File: src/rtl/me_pkg.sv
// me_pkg -- definitions shared by the motion-vector decode slice.
//   ME_BIT_WIDTH    : default SAD width, equal to the comparator-tree element width
//   me_state_e      : decoder FSM states (IDLE / DECODE / OUT)
//   cand_from_index : turns a packed tree index into a candidate number
package me_pkg;

    localparam int ME_BIT_WIDTH = 14;

    typedef enum logic [1:0] {
        IDLE   = 2'd0,
        DECODE = 2'd1,
        OUT    = 2'd2
    } me_state_e;

    // A tree bit of 1 means the lower-numbered half won at that level.
    // Inverting every bit therefore yields the candidate number directly.
    // The argument is 32 bits wide so that any index width can use it; the
    // caller keeps only its own low bits of the result.
    function automatic logic [31:0] cand_from_index(input logic [31:0] index);
        return ~index;
    endfunction

endpackage

File: src/rtl/me_mv_decode.sv
// me_mv_decode -- converts the winner of the motion-estimation minimum tree
// into a signed motion vector. It divides the candidate number by the window
// width using repeated subtraction, one step per cycle.
//
// Ports
//   clk, rst   : clock; asynchronous active-high reset
//   in_valid   : index/SAD pair present
//   in_ready   : block can accept a pair (high only in IDLE)
//   in_index   : packed tree index, MSB = root decision
//   in_sad     : minimum SAD from the tree
//   out_valid  : result present (held until out_ready)
//   out_ready  : downstream accepts the result
//   mv_x, mv_y : signed dx = column - RANGE, dy = row - RANGE
//   out_sad    : in_sad from the accepted pair, unchanged
//   out_err    : candidate number lies outside the search window
module me_mv_decode
    import me_pkg::*;
#(
    parameter int BIT_WIDTH   = ME_BIT_WIDTH,
    parameter int INDEX_WIDTH = 6,
    parameter int SEARCH_W    = 8,
    parameter int SEARCH_H    = 8,
    parameter int RANGE       = 4,
    parameter int MV_WIDTH    = 5
) (
    input  logic                       clk,
    input  logic                       rst,
    input  logic                       in_valid,
    output logic                       in_ready,
    input  logic [INDEX_WIDTH-1:0]     in_index,
    input  logic [BIT_WIDTH-1:0]       in_sad,
    output logic                       out_valid,
    input  logic                       out_ready,
    output logic signed [MV_WIDTH-1:0] mv_x,
    output logic signed [MV_WIDTH-1:0] mv_y,
    output logic [BIT_WIDTH-1:0]       out_sad,
    output logic                       out_err
);

    // All arithmetic uses one spare bit so that a borrow shows up as the MSB.
    localparam int XW = INDEX_WIDTH + 1;
    localparam logic [XW-1:0] NUM_CAND  = XW'(SEARCH_W * SEARCH_H);
    localparam logic [XW-1:0] WIDTH_EXT = XW'(SEARCH_W);
    localparam logic [XW-1:0] RANGE_EXT = XW'(RANGE);

    me_state_e                   state_q, state_d;
    logic [INDEX_WIDTH-1:0]      rem_q, rem_d;
    logic [INDEX_WIDTH-1:0]      row_q, row_d;
    logic [BIT_WIDTH-1:0]        sad_q, sad_d;
    logic                        err_q, err_d;
    logic                        out_valid_q, out_valid_d;
    logic signed [MV_WIDTH-1:0]  mv_x_q, mv_x_d;
    logic signed [MV_WIDTH-1:0]  mv_y_q, mv_y_d;

    logic [INDEX_WIDTH-1:0]      cand;
    logic [XW-1:0]               rem_sub;
    logic                        rem_ge_w;
    logic [XW-1:0]               dx_full;
    logic [XW-1:0]               dy_full;

    assign cand     = INDEX_WIDTH'(cand_from_index(32'(in_index)));
    assign rem_sub  = {1'b0, rem_q} - WIDTH_EXT;
    // No borrow out of the extended subtraction means rem >= SEARCH_W.
    assign rem_ge_w = ~rem_sub[XW-1];
    // Two's-complement difference; the signed cast below sign-extends or
    // truncates it to the vector width.
    assign dx_full  = {1'b0, rem_q} - RANGE_EXT;
    assign dy_full  = {1'b0, row_q} - RANGE_EXT;

    // NOTE: every signal written here gets a default first, so no path
    // leaves one unassigned and no latch is inferred.
    always_comb begin
        state_d     = state_q;
        rem_d       = rem_q;
        row_d       = row_q;
        sad_d       = sad_q;
        err_d       = err_q;
        out_valid_d = out_valid_q;
        mv_x_d      = mv_x_q;
        mv_y_d      = mv_y_q;

        unique case (state_q)
            IDLE: begin
                if (in_valid) begin
                    rem_d   = cand;
                    row_d   = '0;
                    sad_d   = in_sad;
                    err_d   = ({1'b0, cand} >= NUM_CAND);
                    state_d = DECODE;
                end
            end
            DECODE: begin
                if (err_q) begin
                    mv_x_d      = '0;
                    mv_y_d      = '0;
                    out_valid_d = 1'b1;
                    state_d     = OUT;
                end else if (rem_ge_w) begin
                    rem_d = rem_sub[INDEX_WIDTH-1:0];
                    row_d = row_q + 1'b1;
                end else begin
                    mv_x_d      = MV_WIDTH'($signed(dx_full));
                    mv_y_d      = MV_WIDTH'($signed(dy_full));
                    out_valid_d = 1'b1;
                    state_d     = OUT;
                end
            end
            OUT: begin
                // No bypass: a new pair is accepted only after a full IDLE cycle.
                if (out_ready) begin
                    out_valid_d = 1'b0;
                    state_d     = IDLE;
                end
            end
            default: begin
                out_valid_d = 1'b0;
                state_d     = IDLE;
            end
        endcase
    end

    // NOTE: state registers use non-blocking assignments so that every flop
    // samples its next-state value from before the edge.
    always_ff @(posedge clk or posedge rst) begin
        if (rst) begin
            state_q     <= IDLE;
            rem_q       <= '0;
            row_q       <= '0;
            sad_q       <= '0;
            err_q       <= 1'b0;
            out_valid_q <= 1'b0;
            mv_x_q      <= '0;
            mv_y_q      <= '0;
        end else begin
            state_q     <= state_d;
            rem_q       <= rem_d;
            row_q       <= row_d;
            sad_q       <= sad_d;
            err_q       <= err_d;
            out_valid_q <= out_valid_d;
            mv_x_q      <= mv_x_d;
            mv_y_q      <= mv_y_d;
        end
    end

    // in_ready is decoded from registered state only, so it has no
    // combinational path from out_ready.
    assign in_ready  = (state_q == IDLE);
    assign out_valid = out_valid_q;
    assign mv_x      = mv_x_q;
    assign mv_y      = mv_y_q;
    assign out_sad   = sad_q;
    assign out_err   = err_q;

endmodule
File: config.mk
export PLATFORM = sky130hd
export DESIGN_NAME = me_mv_decode
export DESIGN_NICKNAME = d
export VERILOG_FILES = /design/src/rtl/me_pkg.sv /design/src/rtl/me_mv_decode.sv
export SDC_FILE = /design/constraint.sdc
export NUM_CORES = 1
export LEC_CHECK = 0
export ABC_CLOCK_PERIOD_IN_PS = 1900
export CAP_MARGIN = 10
export CORE_UTILIZATION = 46
export DETAILED_ROUTE_END_ITERATION = 16
export PLACE_DENSITY = 0.78
export SLEW_MARGIN = 15
export SYNTH_ARGS = -nofsm -noshare
export SYNTH_HDL_FRONTEND = slang
export SYNTH_SLANG_ARGS = --single-unit
File: constraint.sdc
create_clock -name clk -period 1.9 [get_ports clk]
set_clock_uncertainty 0.05 [all_clocks]
set_input_delay 0.19 -clock clk [delete_from_list [all_inputs] [get_ports clk]]
set_output_delay 0.19 -clock clk [all_outputs]
set_load 0.03 [all_outputs]
==> impl_metrics.csv <==
group,metric,value,unit
floorplan,fp.dieH,63.31,um
clocking,cts_tree,"built",
grt,grt_pass1_wl,5747,um
job,maxCapViolCount,0,
layout,layout-drive-gt1-share,15.18,%
timing,final-max-slew-violation-count,0,
detailed_routing,route.met2.wl,1722,um
synthesis,number_of_distinct_library_cells_after_synthesis,34,
detailed_routing,drt_iter0_drc,60,
placement,numPortBuffers,49,
synthesis,synthesis.nets,167,
layout,regArea,950.9,sq um
clocking,clk_pin_slew,70,ps
detailed_routing,avgRoutedWirePerCell,14.19,um
clocking,clock_sinks,38,
floorplan,initial_core_utilization,49.86,%
detailed_routing,antenna_violating_nets_post_route,0,
pwr,pwr_per_cell_area,1916,nW/um^2
timing,timing.final.hold_violations,0,
critical_path,worstSetupPathType,"reg -> reg",
critical_path,r2r-start,"rem_q[3]$_DFFE_PP0P_",
layout,multiInputGateArea,681.9,sq um
grt,grt_pass1_vias,1173,
floorplan,die_x,63.31,um
floorplan,number_of_placement_rows,21,
critical_path,startpoint,"rem_q[3]$_DFFE_PP0P_",
clocking,h-tree-depth,2,
pwr,total_leakage_power,1.094,nW
layout,layout_common_cells,"clkdlybuf4s50_1, dfrtp_1, o21ai_1, mux2_4, inv_1",
floorplan,die_area,4008,sq um
grt,grtUsageTotal,19.21,%
grt,antenna_found_initial,0,
placement,globalplace.congestion,0.7902,
grt,globalRoute.totalOverflow,0,
synthesis,synth-seq-area-share,54.99,%
detailed_routing,drt_drc_violations_left,0,
floorplan,boundaryPins,51,
timing,post-route-period-util,86.96,%
critical_path,setup.worst_path.end_class,"flop",
detailed_routing,drtPass1Iterations,4,
layout,filler_cell_count,266,
placement,place_worst_setup_slack,102.6,ps
hold_path,holdCritPathClass,"in -> async",
layout,layout.cells.most_common,"clkdlybuf4s50_1",
floorplan,core-area,3468,sq um
detailed_routing,wl_met1,1497,um
clocking,clock_tree.root_cell,"clkbuf_8",
critical_path,r2r_setup_slack,250,ps
detailed_routing,via_count,1182,
layout,finalNetCount,219,
layout,antenna-diode-count,0,
layout,synthToLayoutAreaGrowth,38.64,%
detailed_routing,vias_per_cell,4.987,
detailed_routing,postRouteWirelength,3362,um
synthesis,postSynthRegisterBits,38,
placement,detailed_place_hpwl,2502,um
timing,timing.fmax,605.3,MHz
timing,rsz_0062_raised_after_global_routing,"false",
detailed_routing,dr_wl_met3,114,um
synthesis,post_synth_instance_area,1729,sq um
timing,report.final.setup_viol,0,
pwr,ir_drop,0.9853,mV
timing,layout_min_cycle_time,1652,ps
synthesis,average_size_of_a_mapped_cell,12.53,sq um
critical_path,worstSetupStartpointType,"flop",
synthesis,netlist_instances,138,
clocking,cts_inserted_buffers,5,
clocking,clock_latency,280,ps
detailed_routing,routed.top_layer,"met4",
clocking,hold_buffers_post_cts,0,
synthesis,ys.warnings.count,0,
timing,setup_tns,0,ps
grt,grt_max_degree,39,
critical_path,worstPathMaxFanout,12,
clocking,cts_buffer_depth,2,
critical_path,required,2020,ps
timing,final_worst_path_setup_slack,247.8,ps
critical_path,crit_arrival,1770,ps
status,outcome,"finished clean",
-- flip-flops by register name, indices dropped and copies added (netlist names) --
| name | flops |
|---|---|
| rem_q | 6 |
| mv_y | 5 |
| mv_x | 5 |
| out_valid | 1 |
| out_sad | 14 |
| row_q | 5 |
| state_q | 2 |
-- cells in the mapped netlist (all sizes together) --
master   n  share of area [%]
nor3     1               0.58
xnor2    1               0.51
nand4    2               0.72
clkbuf   1               0.22
conb     1               0.22
buf      7                3.4
mux2    19                 15
nor2     1               0.22
or4b     1               0.58
a21oi    4                1.2
nand2b   2               0.72
nor2b    1               0.36
o21ai   19                5.7
ha       5                3.6
o211ai   1               0.43
o311ai   1               0.51
nand2    8                1.9
a31oi    1               0.36
dfrtp   38                 55
inv      9                2.0
and2     1               0.36
or3      2               0.72
or3b     2                1.0
or4      1               0.43
o31ai    2               0.87
nand3    2               0.58
o21ba    1               0.58
mux2i    4                2.3
-- path summary, 6_finish.rpt --
kind	cells after the start	endpoint
min in group clk	2	rem_q[0]$_DFFE_PP0P_
hold reg to reg	2	rem_q[1]$_DFFE_PP0P_
setup / recovery	3	mv_y[0]$_DFFE_PP0P_
hold / removal	3	out_sad[10]$_DFFE_PP0P_
setup reg to reg	3	mv_y[0]$_DFFE_PP0P_
max in group asynchronous	3	out_sad[1]$_DFFE_PP0P_
-- worst max-delay path, stage by stage, from the launching register on --
cell and delay (ps):
dfrtp_1 420, nor3_2 410, nand2_2 270, mux2_1 390
-- cell type report --
cell class | count | share of cell area [%]
well taps | 46 | 2.401
multi-input cells | 83 | 28.44
clock inverters | 3 | 2.871
repair buffers | 53 | 22.34
clock buffers | 5 | 2.871
flip-flops and latches | 38 | 39.67
inverters | 9 | 1.409
-- stage by stage --
| stage | hold slack, ps | cells | cell area, sq um | total power, W | util (%) |
|---|---|---|---|---|---|
| global placement | 409.5 | 229 | 2257 | 0.003744 | 65.08 |
| CTS | 270.6 | 237 | 2395 | 0.004646 | 69.05 |
| global route | 301.2 | 237 | 2397 | 0.004885 | 69.12 |
| finish | 261.0 | 237 | 2397 | 0.004592 | 69.12 |
| floorplan | 230.7 | 138 | 1729 | 0.002988 | - |
| detailed placement | 419.8 | 229 | 2257 | 0.003825 | 65.08 |
-- per-layer routing --
| metal | track usage, % | vias up |
|---|---|---|
| met3 | 4.348 | 2 |
| met4 | 7.670 | 0 |
| met5 | 0 | - |
| li1 | - | 588 |
| met1 | 24.00 | 562 |
| met2 | 32.12 | 30 |
-- repair_timing --
| action | 4_1_cts | 5_1_grt |
|---|---|---|
| setup buffers | 0 | 0 |
| resized for setup | 0 | 1 |
| endpoints found under the setup margin | 0 | 1 |
-- report_power, final --
part / switching [W] / leakage [nW] / total (W) / internal [W]
clock: 0.000274 / 0.0683 / 0.000800 / 0.000526
combinational: 0.00122 / 0.560 / 0.00232 / 0.00110
sequential: 0.000275 / 0.465 / 0.00147 / 0.00120
-- kinds of logic after synthesis --
kind of cell / share of synthesized area [%]
compound gates: 9.624
xor+xnor: 0.5066
fa+ha+maj: 3.618
buf+inv: 5.571
flops: 54.99
mux: 17.29
other cells: 0.2169
simple gates: 8.177
No activity file was read; power rests on OpenSTA's default activity.
